## src/rtl/matrix_mac_engine_pkg.sv

```systemverilog
// Shared definitions for the matrix multiply-accumulate engine: FSM encodings and width helpers.
// Optional build macro MATMUL_SATURATE_EN (see matrix_mac_engine_mac_unit) changes only the stored result.
package matrix_mac_engine_pkg;

   localparam logic [1:0] ST_IDLE  = 2'd0;
   localparam logic [1:0] ST_RUN   = 2'd1;
   localparam logic [1:0] ST_DRAIN = 2'd2;
   localparam logic [1:0] ST_WRITE = 2'd3;

   // Worst-case sum of MAX_LEN full-width products never overflows this width.
   function automatic int acc_width(input int data_width, input int max_len_log);
      return 2 * data_width + max_len_log;
   endfunction

endpackage

```

## src/rtl/matrix_mac_engine_if.sv

```systemverilog
// Host, RAM and status bundle of matrix_mac_engine. Handshake: start is a request sampled only while busy=0;
// an accepted start raises busy on the same edge, and result_ready (level) rises on the edge busy falls.
interface matrix_mac_engine_if #(
   parameter int DATA_WIDTH  = 32,
   parameter int ADDR_WIDTH  = 12,
   parameter int MAX_LEN_LOG = 7
);
   logic                   start;
   logic [MAX_LEN_LOG-1:0] dim_m;
   logic [MAX_LEN_LOG-1:0] dim_k;
   logic [MAX_LEN_LOG-1:0] dim_n;
   logic [ADDR_WIDTH-1:0]  base_a;
   logic [ADDR_WIDTH-1:0]  base_b;
   logic [ADDR_WIDTH-1:0]  base_c;
   logic [ADDR_WIDTH-1:0]  host_addr;
   logic [DATA_WIDTH-1:0]  host_wdata;
   logic                   host_we;
   logic [DATA_WIDTH-1:0]  host_rdata;
   logic [ADDR_WIDTH-1:0]  mem_addr_a;
   logic [DATA_WIDTH-1:0]  mem_q_a;
   logic [ADDR_WIDTH-1:0]  mem_addr_b;
   logic [DATA_WIDTH-1:0]  mem_data_b;
   logic                   mem_we_b;
   logic [DATA_WIDTH-1:0]  mem_q_b;
   logic                   busy;
   logic                   result_ready;
   logic                   cfg_err;
   logic                   host_err;
   logic [1:0]             state_dbg;

   modport slave (
      input  start, dim_m, dim_k, dim_n, base_a, base_b, base_c,
      input  host_addr, host_wdata, host_we, mem_q_a, mem_q_b,
      output host_rdata, mem_addr_a, mem_addr_b, mem_data_b, mem_we_b,
      output busy, result_ready, cfg_err, host_err, state_dbg
   );

   modport master (
      output start, dim_m, dim_k, dim_n, base_a, base_b, base_c,
      output host_addr, host_wdata, host_we, mem_q_a, mem_q_b,
      input  host_rdata, mem_addr_a, mem_addr_b, mem_data_b, mem_we_b,
      input  busy, result_ready, cfg_err, host_err, state_dbg
   );
endinterface

```

## src/rtl/matrix_mac_engine_mac_unit.sv

```systemverilog
// Signed multiply-accumulate with synchronous clear and valid-gated accumulation.
// MATMUL_SATURATE_EN: result is the accumulator clamped to DATA_WIDTH; otherwise its low bits (wrap).
module matrix_mac_engine_mac_unit #(
   parameter int DATA_WIDTH = 32,
   parameter int ACC_WIDTH  = 71
) (
   input  logic                  clk,
   input  logic                  reset,
   input  logic                  clear,
   input  logic                  valid,
   input  logic [DATA_WIDTH-1:0] a,
   input  logic [DATA_WIDTH-1:0] b,
   output logic [DATA_WIDTH-1:0] result
);
   logic signed [2*DATA_WIDTH-1:0] a_ext;
   logic signed [2*DATA_WIDTH-1:0] b_ext;
   logic signed [2*DATA_WIDTH-1:0] prod;
   logic [ACC_WIDTH-1:0]           prod_ext;
   logic [ACC_WIDTH-1:0]           acc;

   assign a_ext    = {{DATA_WIDTH{a[DATA_WIDTH-1]}}, a};
   assign b_ext    = {{DATA_WIDTH{b[DATA_WIDTH-1]}}, b};
   assign prod     = a_ext * b_ext;
   assign prod_ext = {{(ACC_WIDTH-2*DATA_WIDTH){prod[2*DATA_WIDTH-1]}}, prod};

   always_ff @(posedge clk) begin
      if (reset || clear) begin
         acc <= '0;
      end else if (valid) begin
         acc <= acc + prod_ext;
      end
   end

`ifdef MATMUL_SATURATE_EN
   logic fits;
   // The value fits when every bit from the result's sign bit upward agrees.
   assign fits   = (&acc[ACC_WIDTH-1:DATA_WIDTH-1]) | ~(|acc[ACC_WIDTH-1:DATA_WIDTH-1]);
   assign result = fits ? acc[DATA_WIDTH-1:0]
                 : (acc[ACC_WIDTH-1] ? {1'b1, {(DATA_WIDTH-1){1'b0}}}
                                     : {1'b0, {(DATA_WIDTH-1){1'b1}}});
`else
   assign result = acc[DATA_WIDTH-1:0];
`endif

endmodule

```

## src/rtl/matrix_mac_engine.sv

```systemverilog
// Runtime-sized signed matrix multiply C = A x B over a shared dual-port RAM; owns port B while busy.
// Build macro MATMUL_SATURATE_EN selects clamped instead of wrapped C elements.
module matrix_mac_engine
   import matrix_mac_engine_pkg::*;
#(
   parameter int DATA_WIDTH  = 32,
   parameter int ADDR_WIDTH  = 12,
   parameter int MAX_LEN     = 100,
   parameter int MAX_LEN_LOG = 7,
   parameter int ACC_WIDTH   = acc_width(DATA_WIDTH, MAX_LEN_LOG)
) (
   input logic                 clk,
   input logic                 reset,
   matrix_mac_engine_if.slave  bus
);
   localparam logic [MAX_LEN_LOG-1:0] MAX_DIM = MAX_LEN_LOG'(MAX_LEN);
   localparam logic [MAX_LEN_LOG-1:0] ONE_D   = MAX_LEN_LOG'(1);
   localparam logic [ADDR_WIDTH-1:0]  ONE_A   = ADDR_WIDTH'(1);

   logic [1:0]             state;
   logic [MAX_LEN_LOG-1:0] m_r, k_r, n_r;
   logic [MAX_LEN_LOG-1:0] i_cnt, j_cnt, k_cnt;
   logic [ADDR_WIDTH-1:0]  row_a, ptr_a, col_b, ptr_b, ptr_c, base_b_r;
   logic                   valid_q;
   logic                   busy_r, result_ready_r, cfg_err_r, host_err_r;
   logic                   cfg_ok, accept, mac_clear;
   logic [ADDR_WIDTH-1:0]  k_ext, n_ext;
   logic [DATA_WIDTH-1:0]  mac_result;

   assign cfg_ok = (bus.dim_m != '0) && (bus.dim_m <= MAX_DIM) &&
                   (bus.dim_k != '0) && (bus.dim_k <= MAX_DIM) &&
                   (bus.dim_n != '0) && (bus.dim_n <= MAX_DIM);
   assign accept    = (state == ST_IDLE) && bus.start && cfg_ok;
   assign mac_clear = accept || (state == ST_WRITE);
   assign k_ext     = {{(ADDR_WIDTH-MAX_LEN_LOG){1'b0}}, k_r};
   assign n_ext     = {{(ADDR_WIDTH-MAX_LEN_LOG){1'b0}}, n_r};

   // Address pointers advance by adds only: A walks a row, B walks a column (stride N), C is contiguous.
   always_ff @(posedge clk) begin
      if (reset) begin
         state          <= ST_IDLE;
         m_r            <= '0;
         k_r            <= '0;
         n_r            <= '0;
         i_cnt          <= '0;
         j_cnt          <= '0;
         k_cnt          <= '0;
         row_a          <= '0;
         ptr_a          <= '0;
         col_b          <= '0;
         ptr_b          <= '0;
         ptr_c          <= '0;
         base_b_r       <= '0;
         valid_q        <= 1'b0;
         busy_r         <= 1'b0;
         result_ready_r <= 1'b0;
         cfg_err_r      <= 1'b0;
         host_err_r     <= 1'b0;
      end else begin
         valid_q <= (state == ST_RUN);
         case (state)
            ST_IDLE: begin
               if (bus.start) begin
                  result_ready_r <= 1'b0;
                  if (cfg_ok) begin
                     m_r        <= bus.dim_m;
                     k_r        <= bus.dim_k;
                     n_r        <= bus.dim_n;
                     i_cnt      <= '0;
                     j_cnt      <= '0;
                     k_cnt      <= '0;
                     row_a      <= bus.base_a;
                     ptr_a      <= bus.base_a;
                     col_b      <= bus.base_b;
                     ptr_b      <= bus.base_b;
                     base_b_r   <= bus.base_b;
                     ptr_c      <= bus.base_c;
                     busy_r     <= 1'b1;
                     cfg_err_r  <= 1'b0;
                     host_err_r <= 1'b0;
                     state      <= ST_RUN;
                  end else begin
                     cfg_err_r <= 1'b1;
                  end
               end
            end
            ST_RUN: begin
               ptr_a <= ptr_a + ONE_A;
               ptr_b <= ptr_b + n_ext;
               k_cnt <= k_cnt + ONE_D;
               if (k_cnt == k_r - ONE_D) state <= ST_DRAIN;
            end
            ST_DRAIN: state <= ST_WRITE;
            ST_WRITE: begin
               ptr_c <= ptr_c + ONE_A;
               k_cnt <= '0;
               if (j_cnt == n_r - ONE_D) begin
                  j_cnt <= '0;
                  row_a <= row_a + k_ext;
                  ptr_a <= row_a + k_ext;
                  col_b <= base_b_r;
                  ptr_b <= base_b_r;
                  if (i_cnt == m_r - ONE_D) begin
                     busy_r         <= 1'b0;
                     result_ready_r <= 1'b1;
                     state          <= ST_IDLE;
                  end else begin
                     i_cnt <= i_cnt + ONE_D;
                     state <= ST_RUN;
                  end
               end else begin
                  j_cnt <= j_cnt + ONE_D;
                  ptr_a <= row_a;
                  col_b <= col_b + ONE_A;
                  ptr_b <= col_b + ONE_A;
                  state <= ST_RUN;
               end
            end
            default: state <= ST_IDLE;
         endcase
         if (busy_r && bus.host_we) host_err_r <= 1'b1;
      end
   end

   matrix_mac_engine_mac_unit #(
      .DATA_WIDTH (DATA_WIDTH),
      .ACC_WIDTH  (ACC_WIDTH)
   ) u_mac (
      .clk    (clk),
      .reset  (reset),
      .clear  (mac_clear),
      .valid  (valid_q),
      .a      (bus.mem_q_a),
      .b      (bus.mem_q_b),
      .result (mac_result)
   );

   // Port B is the host's whenever the engine is idle.
   always_comb begin
      bus.mem_addr_a = ptr_a;
      bus.mem_addr_b = bus.host_addr;
      bus.mem_data_b = bus.host_wdata;
      bus.mem_we_b   = bus.host_we;
      bus.host_rdata = bus.mem_q_b;
      if (busy_r) begin
         bus.mem_addr_b = (state == ST_WRITE) ? ptr_c : ptr_b;
         bus.mem_data_b = mac_result;
         bus.mem_we_b   = (state == ST_WRITE);
         bus.host_rdata = '0;
      end
   end

   assign bus.busy         = busy_r;
   assign bus.result_ready = result_ready_r;
   assign bus.cfg_err      = cfg_err_r;
   assign bus.host_err     = host_err_r;
   assign bus.state_dbg    = state;

endmodule

```

## src/flat_wrapper.sv

```systemverilog
// flat-port wrapper written by rule: the top's interface ports become plain ports
module matrix_mac_engine_flat import matrix_mac_engine_pkg::*;
#(
   parameter int DATA_WIDTH  = 32,
   parameter int ADDR_WIDTH  = 12,
   parameter int MAX_LEN     = 100,
   parameter int MAX_LEN_LOG = 7,
   parameter int ACC_WIDTH   = acc_width(DATA_WIDTH, MAX_LEN_LOG)
)
  (clk, reset, bus_start, bus_dim_m, bus_dim_k, bus_dim_n, bus_base_a, bus_base_b, bus_base_c, bus_host_addr, bus_host_wdata, bus_host_we, bus_mem_q_a, bus_mem_q_b, bus_host_rdata, bus_mem_addr_a, bus_mem_addr_b, bus_mem_data_b, bus_mem_we_b, bus_busy, bus_result_ready, bus_cfg_err, bus_host_err, bus_state_dbg);
  matrix_mac_engine_if #(.DATA_WIDTH(DATA_WIDTH), .ADDR_WIDTH(ADDR_WIDTH), .MAX_LEN_LOG(MAX_LEN_LOG)) bus_i ();
  input logic clk;
  input logic reset;
  input wire logic [$bits(bus_i.start)-1:0] bus_start;
  input wire logic [$bits(bus_i.dim_m)-1:0] bus_dim_m;
  input wire logic [$bits(bus_i.dim_k)-1:0] bus_dim_k;
  input wire logic [$bits(bus_i.dim_n)-1:0] bus_dim_n;
  input wire logic [$bits(bus_i.base_a)-1:0] bus_base_a;
  input wire logic [$bits(bus_i.base_b)-1:0] bus_base_b;
  input wire logic [$bits(bus_i.base_c)-1:0] bus_base_c;
  input wire logic [$bits(bus_i.host_addr)-1:0] bus_host_addr;
  input wire logic [$bits(bus_i.host_wdata)-1:0] bus_host_wdata;
  input wire logic [$bits(bus_i.host_we)-1:0] bus_host_we;
  input wire logic [$bits(bus_i.mem_q_a)-1:0] bus_mem_q_a;
  input wire logic [$bits(bus_i.mem_q_b)-1:0] bus_mem_q_b;
  output wire logic [$bits(bus_i.host_rdata)-1:0] bus_host_rdata;
  output wire logic [$bits(bus_i.mem_addr_a)-1:0] bus_mem_addr_a;
  output wire logic [$bits(bus_i.mem_addr_b)-1:0] bus_mem_addr_b;
  output wire logic [$bits(bus_i.mem_data_b)-1:0] bus_mem_data_b;
  output wire logic [$bits(bus_i.mem_we_b)-1:0] bus_mem_we_b;
  output wire logic [$bits(bus_i.busy)-1:0] bus_busy;
  output wire logic [$bits(bus_i.result_ready)-1:0] bus_result_ready;
  output wire logic [$bits(bus_i.cfg_err)-1:0] bus_cfg_err;
  output wire logic [$bits(bus_i.host_err)-1:0] bus_host_err;
  output wire logic [$bits(bus_i.state_dbg)-1:0] bus_state_dbg;
  assign bus_i.start = bus_start;
  assign bus_i.dim_m = bus_dim_m;
  assign bus_i.dim_k = bus_dim_k;
  assign bus_i.dim_n = bus_dim_n;
  assign bus_i.base_a = bus_base_a;
  assign bus_i.base_b = bus_base_b;
  assign bus_i.base_c = bus_base_c;
  assign bus_i.host_addr = bus_host_addr;
  assign bus_i.host_wdata = bus_host_wdata;
  assign bus_i.host_we = bus_host_we;
  assign bus_i.mem_q_a = bus_mem_q_a;
  assign bus_i.mem_q_b = bus_mem_q_b;
  assign bus_host_rdata = bus_i.host_rdata;
  assign bus_mem_addr_a = bus_i.mem_addr_a;
  assign bus_mem_addr_b = bus_i.mem_addr_b;
  assign bus_mem_data_b = bus_i.mem_data_b;
  assign bus_mem_we_b = bus_i.mem_we_b;
  assign bus_busy = bus_i.busy;
  assign bus_result_ready = bus_i.result_ready;
  assign bus_cfg_err = bus_i.cfg_err;
  assign bus_host_err = bus_i.host_err;
  assign bus_state_dbg = bus_i.state_dbg;
  matrix_mac_engine #(.DATA_WIDTH(DATA_WIDTH), .ADDR_WIDTH(ADDR_WIDTH), .MAX_LEN(MAX_LEN), .MAX_LEN_LOG(MAX_LEN_LOG), .ACC_WIDTH(ACC_WIDTH)) u_core (.clk(clk), .reset(reset), .bus(bus_i));
endmodule
```

## config.mk

```make
export PLATFORM = sky130hd
export DESIGN_NAME = matrix_mac_engine_flat
export DESIGN_NICKNAME = d
export VERILOG_FILES = /design/src/rtl/matrix_mac_engine_pkg.sv /design/src/rtl/matrix_mac_engine_if.sv /design/src/rtl/matrix_mac_engine_mac_unit.sv /design/src/rtl/matrix_mac_engine.sv /design/src/flat_wrapper.sv
export SDC_FILE = /design/constraint.sdc
export NUM_CORES = 2
export LEC_CHECK = 0
export ABC_AREA = 1
export CORE_ASPECT_RATIO = 0.75
export CORE_MARGIN = 2
export CORE_UTILIZATION = 35
export DETAILED_ROUTE_END_ITERATION = 6
export PLACE_DENSITY = 0.57
export SKIP_CTS_REPAIR_TIMING = 1
export SLEW_MARGIN = 15
export SYNTH_ARGS = -nofsm -noshare
export SYNTH_HDL_FRONTEND = slang
export SYNTH_SLANG_ARGS = --single-unit
```

## constraint.sdc

```tcl
create_clock -name clk -period 10.98 [get_ports clk]
set_input_delay 2.196 -clock clk [delete_from_list [all_inputs] [get_ports clk]]
set_output_delay 2.196 -clock clk [all_outputs]
set_load 0.01 [all_outputs]
```

==> results.txt <==
The remaining number of nets flagged by the antenna check after routing is 0. The post-synthesis share of cell area spent on xor and xnor gates is 0.03199. Of the post-synthesis cell area, the dominant cell type holds 0.2946. The HPWL reported at the end of detailed placement came out at 72.26 mm.

The final count of hold timing violations came out at 0. The synthesized-area fraction occupied by ao, oa, aoi and oai cells is 0.1037. The worst hold slack is 0.4567 ns. The cell area that synthesis handed to floorplanning was 27930 um2. The classification of the worst-slack hold path is reg -> reg. The arithmetic-cell share of the synthesized area counting full adders, half adders and majority gates came out at 0.3887.

The worst slew slack as a fraction of its limit is 0.4397. The initial utilization of the core area, before any placement, comes to 0.3542. The number of rows created at floorplan came out at 89.

In the final routed layout, each cell accounts on average for 16.75 um. For the pin with the worst max-slew slack, the measured transition is 0.8405 ns. At the worst endpoint, the required time is 11.42 ns. The ratio of cells with drive above 1 in the final layout is 0.04270. By area the synthesized netlist is led by sky130_fd_sc_hd__fa_1 29%, sky130_fd_sc_hd__inv_1 14%, sky130_fd_sc_hd__nand2_1 13%. The die covers 82090 um2. Summed over all instances, the cell type with the most area after synthesis is sky130_fd_sc_hd__fa_1. The global-route congestion overflow total came out at 0. The synthesized design contains 0 enable-type register cells. The top cell types in the final layout, fill and taps aside, are 1069 x sky130_fd_sc_hd__inv_1, 983 x sky130_fd_sc_hd__nand2_1, 411 x sky130_fd_sc_hd__fa_1, 257 x sky130_fd_sc_hd__clkdlybuf4s50_1, 210 x sky130_fd_sc_hd__ha_1.

After clock tree synthesis, the clock-pin slew on the worst setup and hold paths is 0.07 ns. The number of warnings printed during yosys synthesis is 0. The largest incremental delay on the critical path is 0.56 ns. The share of the core filled with cells is 0.4180. The number of remaining DRC errors is 11. Using the TritonRoute via totals, the vias-per-cell ratio works out to 4.709. The combined flip-flop and latch cell area came out at 3067 um2. Dividing the final minimum period by the clock period gives 0.9417. The net count after synthesis came out at 4780. The first global-routing pass estimated 139.2 mm of wire. The total wirelength of the detailed-routed design is 88.15 mm. The main flop type after synthesis is sky130_fd_sc_hd__dfxtp_1. The first detailed-routing pass took 7 iterations. The clock tree from TritonCTS is yes.

The total of fill cells in the finished design is 8171. The top fanout value on the critical path came out at 12. The flow ran to the end, but the final reports show violations. Data on the critical path arrives at its endpoint at 10.78 ns. The overall fraction of global-route tracks in use is 0.2169.

In this run the mean area of a mapped cell was 6.999 um2. The multiplexer fraction of the synthesized cell area is 0.0004032. Derived from the worst setup path, the maximum achievable clock frequency is 0.09671 GHz. The dominant combinational cell family by area after synthesis is adder cells. The setup path with the least slack is of type in -> reg.

The total via count in the routed design came out at 24778. The layout net count came out at 5000. The number of different library cells in the post-synthesis netlist is 59. The total of flip-flops plus latches after synthesis came out at 153.

Max-cap violations in this run came to 0. The die is 330.2 um wide. The cell type of the slowest stage on the worst timing path is sky130_fd_sc_hd__fa_1. The maximum number of pins on one net before global-route repair came out at 87. The fraction of synthesis flops using an asynchronous set or reset pin is 0.

The root cell of the clock tree is sky130_fd_sc_hd__clkbuf_16. STA classifies the critical path startpoint as an input pin. The depth of the CTS H-tree came out at 4.

The boundary pin count came out at 264. The setup violation total in the final timing report came out at 0. The library cell used most frequently in the layout, excluding fill and tap cells, is sky130_fd_sc_hd__inv_1. The checks that failed: design-rule violations.

The maximum count of clock buffers along a single path came out at 3. The final setup skew came out at 0.02302 ns. Of the synthesized area, sequential elements account for 0.1097. The initial antenna violation count came to 2.

Counting every instance in the synthesized netlist gives 3990. Among the stages of the critical path, the cell type that occurs most often is sky130_fd_sc_hd__nand2_1. For this design, the sink count on the clock tree is 153. Buffers placed on the I/O ports in this run total 263. The number of buffers and inverters on the critical path is 10. The simple logic cell fraction of the synthesized area came out at 0.1953.

The worst setup path is captured at a flip-flop. The core outline area came out at 78840 um2. The number of global-route vias before repair is 24148.

For the worst-skew pair, the clock arrives at the later sink with an insertion delay of 0.50 ns. The gate family responsible for the most delay along the worst path is adder cells. The max-slew violation count is 0.

The final estimated routing congestion in global placement is 0.8856. The minimum clock period is 10.34 ns. The number of buffers inserted during clock tree synthesis came out at 25. The overall die height is 248.6 um. The synthesis-to-finish area growth came out at 18.02%.

The multi-input combinational cells in the finished layout cover a total of 20130 um2. The violation count after the first detailed-routing iteration came out at 1934.
## final cells by class
cell class / instances / area share
Antenna cell: 1 / 0.00007593
Sequential cell: 153 / 0.09305
Multi-Input combinational cell: 2584 / 0.6107
Clock inverter: 2 / 0.0003796
Timing Repair Buffer: 372 / 0.1135
Inverter: 1074 / 0.1224
Clock buffer: 30 / 0.02016
Tap cell: 1046 / 0.03971
## registers in the layout (all words and copies together) (netlist names), 2 cells and up
signal / cells
u_core.ptr_b: 12
u_core.u_mac.acc: 32
u_core.m_r: 7
u_core.bus.state_dbg: 2
u_core.k_cnt: 7
u_core.n_r: 7
u_core.ptr_c: 12
u_core.bus.mem_addr_a: 12
u_core.j_cnt: 7
u_core.row_a: 12
u_core.base_b_r: 12
u_core.k_r: 7
u_core.col_b: 12
u_core.i_cnt: 7
## logic make-up after synthesis
| logic type | count (synthesis) |
|---|---|
| AND/OR/NAND/NOR | 1352 |
| XOR/XNOR | 102 |
| buffers and inverters | 1253 |
| flip-flops | 153 |
| multiplexers | 1 |
| AO/OA/AOI/OAI | 508 |
| adder cells (fa/ha/maj) | 621 |
## synthesized netlist by cell type (6+ instances only)
library cell,n
sky130_fd_sc_hd__xor2_1,56
sky130_fd_sc_hd__or2_2,11
sky130_fd_sc_hd__ha_1,210
sky130_fd_sc_hd__nor2_1,184
sky130_fd_sc_hd__o21ai_0,178
sky130_fd_sc_hd__nand3b_1,6
sky130_fd_sc_hd__a221oi_1,17
sky130_fd_sc_hd__fa_1,411
sky130_fd_sc_hd__a31oi_1,23
sky130_fd_sc_hd__o21ai_1,10
sky130_fd_sc_hd__xnor2_1,46
sky130_fd_sc_hd__dfxtp_1,153
sky130_fd_sc_hd__nand4_1,11
sky130_fd_sc_hd__o21bai_1,7
sky130_fd_sc_hd__a21oi_1,196
sky130_fd_sc_hd__buf_2,29
sky130_fd_sc_hd__inv_1,1070
sky130_fd_sc_hd__a211oi_1,9
sky130_fd_sc_hd__nor3_1,35
sky130_fd_sc_hd__nand2_1,983
sky130_fd_sc_hd__a22oi_1,8
sky130_fd_sc_hd__nand3_1,96
sky130_fd_sc_hd__clkbuf_1,129
sky130_fd_sc_hd__a41oi_1,11
sky130_fd_sc_hd__buf_1,17
sky130_fd_sc_hd__o211ai_1,15
## per-layer routing
| layer | track usage | vias to the layer above | part of all wire |
|---|---|---|---|
| li1 | - | 12278 | - |
| met4 | 0.02612 | 2 | 0.011 |
| met3 | 0.04148 | 66 | 0.072 |
| met1 | 0.3456 | 11712 | 0.51 |
| met5 | 0 | - | 0.00018 |
| met2 | 0.3055 | 720 | 0.40 |
## through the flow
stage	setup TNS (ns)	cell area (um2)	std cells	setup slack, ns
final	0	32960	5262	0.6396
after global routing	-0.03433	32960	5262	-0.03433
after CTS	0	32920	5261	0.3763
after detailed placement	-0.1109	32240	5229	-0.1109
after global placement	-0.004514	32240	5229	-0.004514
after floorplan	0	27930	3990	0.9852
## tightest hold or removal path: stages, from the launching register on
cell and delay, ns:
sky130_fd_sc_hd__dfxtp_1 0.30, sky130_fd_sc_hd__inv_1 0.06, sky130_fd_sc_hd__a21oi_1 0.05
## worst paths after layout
kind                                                      startpoint                           endpoint  slack (ns)  cells past startpoint
worst max register to register  u_core.bus.state_dbg[1]$_SDFFE_PP0P_       u_core.ptr_b[8]$_SDFFE_PP0P_        7.65                     12
worst min register to register       u_core.base_b_r[5]$_SDFFE_PP0P_    u_core.base_b_r[5]$_SDFFE_PP0P_        0.46                      2
worst max-delay path                                 bus_mem_q_a[16]  u_core.u_mac.acc[31]$_SDFFE_PP0P_        0.64                     41
worst min-delay path                 u_core.base_b_r[5]$_SDFFE_PP0P_    u_core.base_b_r[5]$_SDFFE_PP0P_        0.46                      2
Power is left out: the tool's default activity adds up to more than one toggle a clock period on the data nets, which glitch-free logic cannot reach.
